==> src/rtl/bmp_fb_loader.sv <==
// Purpose : parses a 24-bpp BMP byte stream and writes its pixels into a framebuffer.
// Latency : one framebuffer write, registered, the cycle after each pixel's R byte is accepted.
// Backpr. : none; a byte is consumed only when outen && file_found, and idle gaps are timed out.
// Ports   : clk/rstn (sync active-low); start, file_found, outen, outbyte = stream input;
//           fb_we/fb_addr/fb_wdata = framebuffer write port; busy/done/status/err_code = progress.
module bmp_fb_loader #(
  parameter int H_ACTIVE       = 640,
  parameter int V_ACTIVE       = 480,
  parameter int ADDR_WIDTH     = 19,
  parameter int TIMEOUT_CYCLES = 50_000_000
) (
  input  logic                  clk,
  input  logic                  rstn,
  input  logic                  start,
  input  logic                  file_found,
  input  logic                  outen,
  input  logic [7:0]            outbyte,
  output logic                  fb_we,
  output logic [ADDR_WIDTH-1:0] fb_addr,
  output logic [23:0]           fb_wdata,
  output logic                  busy,
  output logic                  done,
  output logic [3:0]            status,
  output logic [2:0]            err_code
);

  // Rows in a BMP are padded to a multiple of 4 bytes.
  localparam int         PAD_BYTES = (4 - (3 * H_ACTIVE) % 4) % 4;
  localparam logic [1:0] PAD_LAST  = 2'(PAD_BYTES - 1);

  typedef enum logic [2:0] {
    S_IDLE, S_WAIT, S_HDR, S_SKIP, S_PIX, S_PAD, S_DONE, S_ERR
  } state_t;

  state_t                  state_q, state_d;
  logic [31:0]             byte_cnt_q, idle_q;
  logic [7:0]              sig0_q, sig1_q, b_q, g_q;
  logic [31:0]             offset_q, width_q, height_q;
  logic [15:0]             bpp_q, col_q, row_q;
  logic [1:0]              phase_q, pad_q;
  logic                    fb_we_q, busy_q, done_q;
  logic [ADDR_WIDTH-1:0]   fb_addr_q;
  logic [23:0]             fb_wdata_q;
  logic [3:0]              status_q;
  logic [2:0]              err_code_q;

  logic                    accept, loading, last_col, last_pix;
  logic [31:0]             height_abs, disp_row;
  logic [ADDR_WIDTH-1:0]   pix_addr;
  logic [2:0]              hdr_err, err_d;

  assign accept = outen & file_found;

  always_comb begin
    loading    = (state_q == S_HDR) || (state_q == S_SKIP) ||
                 (state_q == S_PIX) || (state_q == S_PAD);
    last_col   = (col_q == 16'(H_ACTIVE - 1));
    last_pix   = last_col && (row_q == 16'(V_ACTIVE - 1));
    height_abs = height_q[31] ? (~height_q + 32'd1) : height_q;
    // Positive height means the file stores the bottom row first.
    disp_row   = height_q[31] ? {16'd0, row_q} : (32'(V_ACTIVE - 1) - {16'd0, row_q});
    pix_addr   = ADDR_WIDTH'(disp_row * 32'(H_ACTIVE) + {16'd0, col_q});

    if ({sig0_q, sig1_q} != 16'h424D)                                   hdr_err = 3'd1;
    else if (width_q != 32'(H_ACTIVE) || height_abs != 32'(V_ACTIVE))   hdr_err = 3'd2;
    else if (bpp_q != 16'd24)                                           hdr_err = 3'd3;
    else if (offset_q < 32'd54)                                         hdr_err = 3'd4;
    else                                                                hdr_err = 3'd0;

    state_d = state_q;
    err_d   = 3'd0;
    case (state_q)
      S_IDLE, S_DONE, S_ERR: if (start) state_d = S_WAIT;
      S_WAIT: if (file_found) state_d = S_HDR;
      S_HDR: begin
        // Byte 53 is the last header byte; all checked fields are captured by then.
        if (accept && byte_cnt_q == 32'd53) begin
          err_d = hdr_err;
          if (hdr_err != 3'd0)            state_d = S_ERR;
          else if (offset_q == 32'd54)    state_d = S_PIX;
          else                            state_d = S_SKIP;
        end
      end
      S_SKIP: if (accept && (byte_cnt_q + 32'd1) == offset_q) state_d = S_PIX;
      S_PIX: begin
        if (accept && phase_q == 2'd2) begin
          if (last_pix)                          state_d = S_DONE;
          else if (last_col && PAD_BYTES != 0)   state_d = S_PAD;
        end
      end
      S_PAD: if (accept && pad_q == PAD_LAST) state_d = S_PIX;
      default: state_d = S_IDLE;
    endcase

    if (loading && !accept && idle_q == 32'(TIMEOUT_CYCLES - 1)) begin
      state_d = S_ERR;
      err_d   = 3'd5;
    end
  end

  always_ff @(posedge clk) begin
    if (!rstn) begin
      state_q    <= S_IDLE;
      byte_cnt_q <= '0;
      idle_q     <= '0;
      sig0_q     <= '0;
      sig1_q     <= '0;
      offset_q   <= '0;
      width_q    <= '0;
      height_q   <= '0;
      bpp_q      <= '0;
      col_q      <= '0;
      row_q      <= '0;
      phase_q    <= '0;
      pad_q      <= '0;
      b_q        <= '0;
      g_q        <= '0;
      fb_we_q    <= 1'b0;
      fb_addr_q  <= '0;
      fb_wdata_q <= '0;
      busy_q     <= 1'b0;
      done_q     <= 1'b0;
      status_q   <= 4'h0;
      err_code_q <= 3'd0;
    end else begin
      state_q <= state_d;
      fb_we_q <= 1'b0;
      busy_q  <= (state_d == S_WAIT) || (state_d == S_HDR) || (state_d == S_SKIP) ||
                 (state_d == S_PIX)  || (state_d == S_PAD);
      done_q  <= (state_d == S_DONE);
      case (state_d)
        S_WAIT:                      status_q <= 4'h2;
        S_HDR, S_SKIP, S_PIX, S_PAD: status_q <= 4'h3;
        S_DONE:                      status_q <= 4'h4;
        S_ERR:                       status_q <= 4'hE;
        default:                     status_q <= 4'h0;
      endcase

      if (state_d == S_ERR && state_q != S_ERR) err_code_q <= err_d;

      // Arming a new load: clear error and all stream bookkeeping.
      if (state_d == S_WAIT && state_q != S_WAIT) begin
        err_code_q <= 3'd0;
        byte_cnt_q <= '0;
        idle_q     <= '0;
        col_q      <= '0;
        row_q      <= '0;
        phase_q    <= '0;
        pad_q      <= '0;
      end

      if (loading) begin
        if (accept) begin
          byte_cnt_q <= byte_cnt_q + 32'd1;
          idle_q     <= '0;
        end else begin
          idle_q     <= idle_q + 32'd1;
        end
      end

      if (accept && state_q == S_HDR) begin
        case (byte_cnt_q)
          32'd0:  sig0_q          <= outbyte;
          32'd1:  sig1_q          <= outbyte;
          32'd10: offset_q[7:0]   <= outbyte;
          32'd11: offset_q[15:8]  <= outbyte;
          32'd12: offset_q[23:16] <= outbyte;
          32'd13: offset_q[31:24] <= outbyte;
          32'd18: width_q[7:0]    <= outbyte;
          32'd19: width_q[15:8]   <= outbyte;
          32'd20: width_q[23:16]  <= outbyte;
          32'd21: width_q[31:24]  <= outbyte;
          32'd22: height_q[7:0]   <= outbyte;
          32'd23: height_q[15:8]  <= outbyte;
          32'd24: height_q[23:16] <= outbyte;
          32'd25: height_q[31:24] <= outbyte;
          32'd28: bpp_q[7:0]      <= outbyte;
          32'd29: bpp_q[15:8]     <= outbyte;
          default: ;
        endcase
      end

      // Pixel bytes arrive B, G, R; the R byte completes the write.
      if (accept && state_q == S_PIX) begin
        case (phase_q)
          2'd0: begin
            b_q     <= outbyte;
            phase_q <= 2'd1;
          end
          2'd1: begin
            g_q     <= outbyte;
            phase_q <= 2'd2;
          end
          default: begin
            fb_we_q    <= 1'b1;
            fb_wdata_q <= {outbyte, g_q, b_q};
            fb_addr_q  <= pix_addr;
            phase_q    <= 2'd0;
            if (last_col) begin
              col_q <= '0;
              row_q <= row_q + 16'd1;
            end else begin
              col_q <= col_q + 16'd1;
            end
          end
        endcase
      end

      if (accept && state_q == S_PAD) pad_q <= (pad_q == PAD_LAST) ? 2'd0 : pad_q + 2'd1;
    end
  end

  assign fb_we    = fb_we_q;
  assign fb_addr  = fb_addr_q;
  assign fb_wdata = fb_wdata_q;
  assign busy     = busy_q;
  assign done     = done_q;
  assign status   = status_q;
  assign err_code = err_code_q;

endmodule

==> config.mk <==
export PLATFORM = sky130hd
export DESIGN_NAME = bmp_fb_loader
export DESIGN_NICKNAME = d
export VERILOG_FILES = /design/src/rtl/bmp_fb_loader.sv
export SDC_FILE = /design/constraint.sdc
export NUM_CORES = 1
export LEC_CHECK = 0
export BUFFER_PORTS_ARGS = -buffer_cell sky130_fd_sc_hd__buf_2
export CAP_MARGIN = 25
export CORE_UTILIZATION = 50
export DETAILED_ROUTE_END_ITERATION = 10
export HOLD_SLACK_MARGIN = 0.05
export PLACE_DENSITY = 0.74
export SYNTH_ARGS = -nofsm -noshare
export SYNTH_HDL_FRONTEND = slang
export SYNTH_SLANG_ARGS = --single-unit
==> constraint.sdc <==
create_clock -name clk -period 6.1 [get_ports clk]
set_input_delay 0.61 -clock clk [delete_from_list [all_inputs] [get_ports clk]]
set_output_delay 0.61 -clock clk [all_outputs]
set_load 0.02 [all_outputs]
# Yosys cells after proc, flatten, opt, wreduce, memory -nomap -nowiden
# Cells that the tools add are included.
# op_classes
n_reduce_logical	52
bitwise	4
multipliers	1
magnitude_cmp	1
n_eq_ne	44
addsub	8
n_mux	41
# op_table
op	n
== test 32 x 5 -> 1 bit, second input constant	10
two-way mux 32 bit	8
== test 32 x 4 -> 1 bit, second input constant	4
two-way mux 16 bit	8
adder 32 x 1 -> 32 bit, second input constant	3
== test 32 x 6 -> 1 bit, second input constant	2
two-way mux 3 bit	17
AND reduction 2 bit	20
adder 16 x 1 -> 16 bit, second input constant	2
== test 32 x 1 -> 1 bit, second input constant	1
== test 32 x 26 -> 1 bit, second input constant	1
== test 32 bit	1
logical NOT 32 bit	1
less-than comparator 32 x 6 -> 1 bit, second input constant	1
multiplier 32 x 3 -> 12 bit, second input constant	1
inequality test 32 x 10 -> 1 bit, second input constant	1
inequality test 32 x 9 -> 1 bit, second input constant	1
inverter 32 bit	1
== test 3 bit, second input constant	8
adder 19 x 16 -> 19 bit	1
one-hot mux 3 bit (6 select lines)	1
subtractor 9 x 16 -> 17 bit, first input constant	1
== test 16 x 10 -> 1 bit, second input constant	1
== test 16 x 9 -> 1 bit, second input constant	1
other kinds (25)	55
# word_totals
inputBits	13
elab_cells	183
regBits	300
out_inout_bits	53

# Longest topological paths before layout
# logic_depth
word_depth	18
depth_mapped	21
depth_no_buf	17

# Worst setup path after synthesis
# No wires, ideal clock.
# synth_timing
path_kind	reg2reg
from	reg height_q[31]
to	reg fb_addr_q[18] (netlist: fb_addr[18])
setup_ns	0.070
slack_ns	2.065
period_less_slack_ns	4.035
stages_incl_launch_ff	19
t_arrival_ns	3.965
cell_sequence	dfxtp_1 clkbuf_1 clkbuf_1 clkbuf_1 clkbuf_1 mux2_2 ha_1 ha_1 inv_1 o21ai_0 a21oi_1 xnor2_1 ha_1 nand2_1 o21ai_0 nand3_1 xnor2_1 nand2_1 a21oi_1
# synth_between
elab_chain_cells	3
# synth_rtl
element	line_no	text
start: declaration	38	logic [31:0] offset_q, width_q, height_q;
start signal: assignment	176	32'd25: height_q[31:24] <= outbyte;
two-way mux 32 bit	61	disp_row = height_q[31] ? {16'd0, row_q} : (32'(V_ACTIVE - 1) - {16'd0, row_q});
multiplier 32 x 3 -> 12 bit	62	pix_addr = ADDR_WIDTH'(disp_row * 32'(H_ACTIVE) + {16'd0, col_q});
adder 19 x 16 -> 19 bit	62	
end signal: assignment	197	fb_addr_q <= pix_addr;
end: declaration	42	logic [ADDR_WIDTH-1:0] fb_addr_q;
# Every way passes these cells.
# A chain may end at the register's enable or synchronous reset.

# Worst setup path after layout
# layout_timing
from	reg byte_cnt_q[9]
to	reg idle_q[25]
# layout_between
elab_chain_cells	9
elab_cells_between_ends	12
cone_classes	add/sub: 1; eq/ne: 3; mux: 4; reduce/logical: 4
# layout_rtl
element	line_no	text
start: declaration	36	logic [31:0] byte_cnt_q, idle_q;
start signal: assignment	154	byte_cnt_q <= byte_cnt_q + 32'd1;
adder 32 x 1 -> 32 bit	84	S_SKIP: if (accept && (byte_cnt_q + 32'd1) == offset_q) state_d = S_PIX;
== test 32 bit	84	
logical AND 1 bit	84	
two-way mux 3 bit	84	
one-hot mux 3 bit (6 select lines) (*)	72	case (state_q)
two-way mux 3 bit (*)	95	if (loading && !accept && idle_q == 32'(TIMEOUT_CYCLES - 1)) begin
== test 3 x 1 -> 1 bit (*)	142	if (state_d == S_WAIT && state_q != S_WAIT) begin
logical AND 1 bit (*)	142	
nonzero test 2 bit (no source line) (*)	--	
end signal: assignment	157	idle_q <= idle_q + 32'd1;
end: declaration	36	
# Mark *: on every way between the ends. The rest lies on a longest branch, timed or not.

==> impl.org <==
** Layout
- After the last flow step, the layout net total stands at around 2200.
- Finished Core Util :: 55.8%
- Synthesis-to-finish area growth :: 9.98%
- The post-route netlist has 8.55% of its cells at a drive strength greater than 1.
- After the flow finishes, the layout carries non-filler instances totaling 2544.
- The filler cells instantiated in the layout total just under 3000.

** STA
- Post-route clock period utilization :: 81.2%
- Unrepaired setup endpoints after global routing :: false
- For the pin with the worst max-slew slack, the measured transition is 0.997 ns.
- Number of hold violations in the final report :: 0
- Fmax :: 202 MHz
- Total negative slack for setup checks :: 0 ns
- Crit path time final :: between 4 and 5 ns
- Max transition margin :: 33.3%
- Final hold slack :: ~0.45 ns
- The max-slew violation count is 0.
- Setup violations remaining at the end of the flow were counted as 0.
- Worst Clk Skew :: 0.0245 ns

** Worst setup path
- Traced cell by cell, the critical path runs through nand3_1 -> nor2_1 -> nand3_1 -> xnor2_1 -> or4b_1 -> nor4_1 -> a41o_1 -> o21ai_2 -> o41ai_4 -> buf_4 -> a311oi_1.
- On the worst path, the slowest cell contributes a delay of roughly 0.9 ns.
- STA classifies the critical path endpoint as a register.
- Among all stages on the critical path, the largest delay is contributed by sky130_fd_sc_hd__o41ai_4.
- Critical path start-end classification :: register to register
- At the worst endpoint, the arrival time is 5.36 ns.
- The cell that appears most often on the critical path is sky130_fd_sc_hd__nand3_1.
- For the worst setup path, the data required time is 6.50 ns.
- Of all nets on the critical path, the largest fanout is 17.
- CP startpoint kind :: register

** Hold path
- The min-delay analysis places its worst path in the category register to register.

** Clock network
- Worst-skew pair later-pin latency :: 0.53 ns
- The cell sitting at the root of the clock tree is a sky130_fd_sc_hd__clkbuf_16.
- The clock passes through at most 3 buffers.
- TritonCTS built the clock tree.
- H-Tree Depth :: 2
- Resized Gates After CTS :: 0
- After clock tree synthesis, the clock-pin slew on the worst setup and hold paths is 0.06 ns.
- The clock net in this run drives a total of 300 sinks.
- Hold buffers post-CTS :: 0
- TritonCTS created 35 clock buffers.
- Number of buffers added for setup after CTS :: 0

** Synth
- Number of instances in the synthesized netlist :: 2128
- Averaged over all synthesized cells, the footprint is about 7.5 µm².
- By area the synthesized netlist is led by sky130_fd_sc_hd__dfxtp_1, sky130_fd_sc_hd__nand2_1, sky130_fd_sc_hd__a21oi_1.
- Share of Yosys cell area claimed by the top area cell type :: 37.6%
- Distinct cells, synth :: 87
- Seq/Total Area, Yosys :: 37.6%
- Syn nets :: 2178
- Fraction of registers with async set or reset after synthesis :: 0%
- Cell accounting for the most synthesized area :: sky130_fd_sc_hd__dfxtp_1
- Yosys printed 0 warnings.
- The synthesized netlist occupies a cell area of 16000 µm².
- Number of enable flip-flop cells after synthesis :: 0
- For this run, the leading register cell type out of synthesis is sky130_fd_sc_hd__dfxtp_1.
- Post-synthesis register bit count :: 300

** GRT
- Vias in the first global route :: 14400
- The initial antenna violation count is 1.
- Summed over all layers, the global routing overflow is 0.
- Entering global routing, the biggest net connects 140 pins.
- Global-route wire length before repair :: 75.8 mm
- Total Routing Usage GR :: 28.2%

** Placed design
- Input and output buffers added on the ports amount to 65.
- Counting tap cells, the placed design contains a total of 2480 instances.
- DP HPWL :: 31.5 mm
- The congestion estimate from routability-driven global placement came to 0.984.

** Floorplan
- Die X-Extent :: 181 µm
- Row Count :: 65
- In this run the standard cell core region covers 31500 µm².
- In this run the vertical extent of the chip is ~180 µm.
- Effective utilization at floorplan :: slightly above 50%
- 66 I/O pins were placed.
- The die covers 32700 µm².

** Drt
- Drt total wl :: roughly 47 mm
- Using the TritonRoute via totals, the vias-per-cell ratio works out to 6.06.
- Before antenna repair, the detailed router went through 5 iterations.
- In the final routed layout, each cell accounts on average for 18.3 µm.
- The count of nets left with antenna violations once routing finished came out at 0.
- Vias :: around 15000
- DRC violations left :: 0
- Number of DRC markers in iteration 0 :: 1476

** Pwr
- The worst-case IR drop observed on VDD is ~160 µV.
- For this design the static power due to leakage is between 6 and 7 nW.
- Power spread over the standard cell area amounts to 241 nW/µm².

** Job
- Max-cap check violation count :: 0

** Run status
- The flow ran to the end, and the final reports show no timing, DRC or antenna violations.
[worst paths after layout]
kind,start,end,slack (ns),cells past startpoint
worst max-delay path,byte_cnt_q[9],idle_q[25],1.14,11
worst min register to register,sig1_q[3],sig1_q[3],0.45,2
worst max register to register,byte_cnt_q[9],idle_q[25],1.14,11
worst min-delay path,sig1_q[3],sig1_q[3],0.45,2
[cells in the final DEF, fill, tap and decap left out, types with 7 or more instances in the layout]
master	n
sky130_fd_sc_hd__nor4b_1	8
sky130_fd_sc_hd__nor4_1	55
sky130_fd_sc_hd__a311oi_1	10
sky130_fd_sc_hd__nor3_1	58
sky130_fd_sc_hd__and4_1	8
sky130_fd_sc_hd__o21ai_0	94
sky130_fd_sc_hd__buf_2	66
sky130_fd_sc_hd__o22ai_1	7
sky130_fd_sc_hd__nor2_1	170
sky130_fd_sc_hd__and2_1	11
sky130_fd_sc_hd__nand4_1	38
sky130_fd_sc_hd__or4_1	16
sky130_fd_sc_hd__inv_1	43
sky130_fd_sc_hd__nand2_1	455
sky130_fd_sc_hd__nand3_1	68
sky130_fd_sc_hd__clkbuf_16	36
sky130_fd_sc_hd__xor2_1	23
sky130_fd_sc_hd__a31oi_1	78
sky130_fd_sc_hd__buf_4	15
sky130_fd_sc_hd__nor2b_1	13
sky130_fd_sc_hd__a41oi_1	8
sky130_fd_sc_hd__xnor2_1	50
sky130_fd_sc_hd__a21oi_1	219
sky130_fd_sc_hd__a21o_1	8
sky130_fd_sc_hd__mux2i_1	38
sky130_fd_sc_hd__or2_2	13
sky130_fd_sc_hd__dfxtp_1	300
sky130_fd_sc_hd__or3_1	14
sky130_fd_sc_hd__clkbuf_8	9
sky130_fd_sc_hd__nand2b_1	15
sky130_fd_sc_hd__and3_1	19
sky130_fd_sc_hd__o21a_1	7
sky130_fd_sc_hd__ha_1	35
[critical path, delay by kind of cell, from the launching register on]
family	cells	cell delay, ns
and+or+nand+nor	5	2.21
AOI/OAI and AO/OA	4	1.39
DFF	1	0.56
buffers and inverters	1	0.36
xor gates and xnor gates	1	0.31
[registers in the layout (all words and copies together), names as in the netlist, 2 cells and up]
name        flops
byte_cnt_q     32
height_q       32
idle_q         32
offset_q       32
width_q        32
fb_wdata       24
fb_addr        19
bpp_q          16
col_q          16
row_q          16
b_q             8
g_q             8
sig0_q          8
sig1_q          8
status          4
err_code        3
state_q         3
pad_q           2
phase_q         2
[Yosys cell counts (10+ instances only)]
master	count
sky130_fd_sc_hd__mux2i_1	38
sky130_fd_sc_hd__nand2_1	456
sky130_fd_sc_hd__nor3_1	58
sky130_fd_sc_hd__or3_1	14
sky130_fd_sc_hd__or2_2	13
sky130_fd_sc_hd__clkbuf_1	105
sky130_fd_sc_hd__a311oi_1	10
sky130_fd_sc_hd__dfxtp_1	300
sky130_fd_sc_hd__inv_1	44
sky130_fd_sc_hd__nor4_1	55
sky130_fd_sc_hd__buf_2	15
sky130_fd_sc_hd__nand4_1	38
sky130_fd_sc_hd__and2_1	11
sky130_fd_sc_hd__xor2_1	23
sky130_fd_sc_hd__and3_1	19
sky130_fd_sc_hd__ha_1	35
sky130_fd_sc_hd__o21ai_0	95
sky130_fd_sc_hd__a31oi_1	78
sky130_fd_sc_hd__nor2b_1	13
sky130_fd_sc_hd__nand3_1	68
sky130_fd_sc_hd__nor2_1	171
sky130_fd_sc_hd__or4_1	16
sky130_fd_sc_hd__a21oi_1	221
sky130_fd_sc_hd__nand2b_1	15
sky130_fd_sc_hd__xnor2_1	50
[logic make-up (layout without fill, tap and decap cells)]
kind of cell    after synthesis  count (layout)  synth area share, %
simple gates                997             997                 29.6
buf+inv                     176             189                 4.64
compound gates              505             505                 18.7
flops                       300             300                 37.6
xor+xnor                     73              73                 4.00
mux                          40              40                 2.52
other cells                   0               1                    0
fa+ha+maj                    37              37                 2.99
[area by class of cell]
class / count / area (µm²) / area share (%)
antenna: 1 / 2.50 / 0.0142
sequential: 300 / 6010 / 34.2
tap: 402 / 503 / 2.86
multi-input combinational: 1652 / 9270 / 52.7
clock inverter: 11 / 105 / 0.598
timing repair buffer: 82 / 470 / 2.68
clock buffer: 51 / 1050 / 5.96
inverter: 45 / 174 / 0.990
[stage by stage]
stage               total power [W]  setup WS [ns]  area [µm²]
floorplan                   0.00214           2.06       16000
global placement            0.00218           1.30       16400
detailed placement          0.00218           1.27       16400
CTS                         0.00426           1.23       17500
global route                0.00436          0.802       17600
finish                      0.00423           1.14       17600
[routing by layer]
metal / part of all wire, % / GRT usage (%)
met3: 6.0 / 3.97
met5: 0 / 0
met2: 45 / 45.1
met4: 2.9 / 10.3
met1: 46 / 38.5
[where the power goes]
group	switching [W]	leakage [nW]	internal [W]
Combinational	0.000142	3.10	0.0000347
Clock	0.000848	0.570	0.00124
Sequential	0.00000521	2.42	0.00196
Total	0.000995	6.08	0.00324
Power figures use the tool's default switching activity.
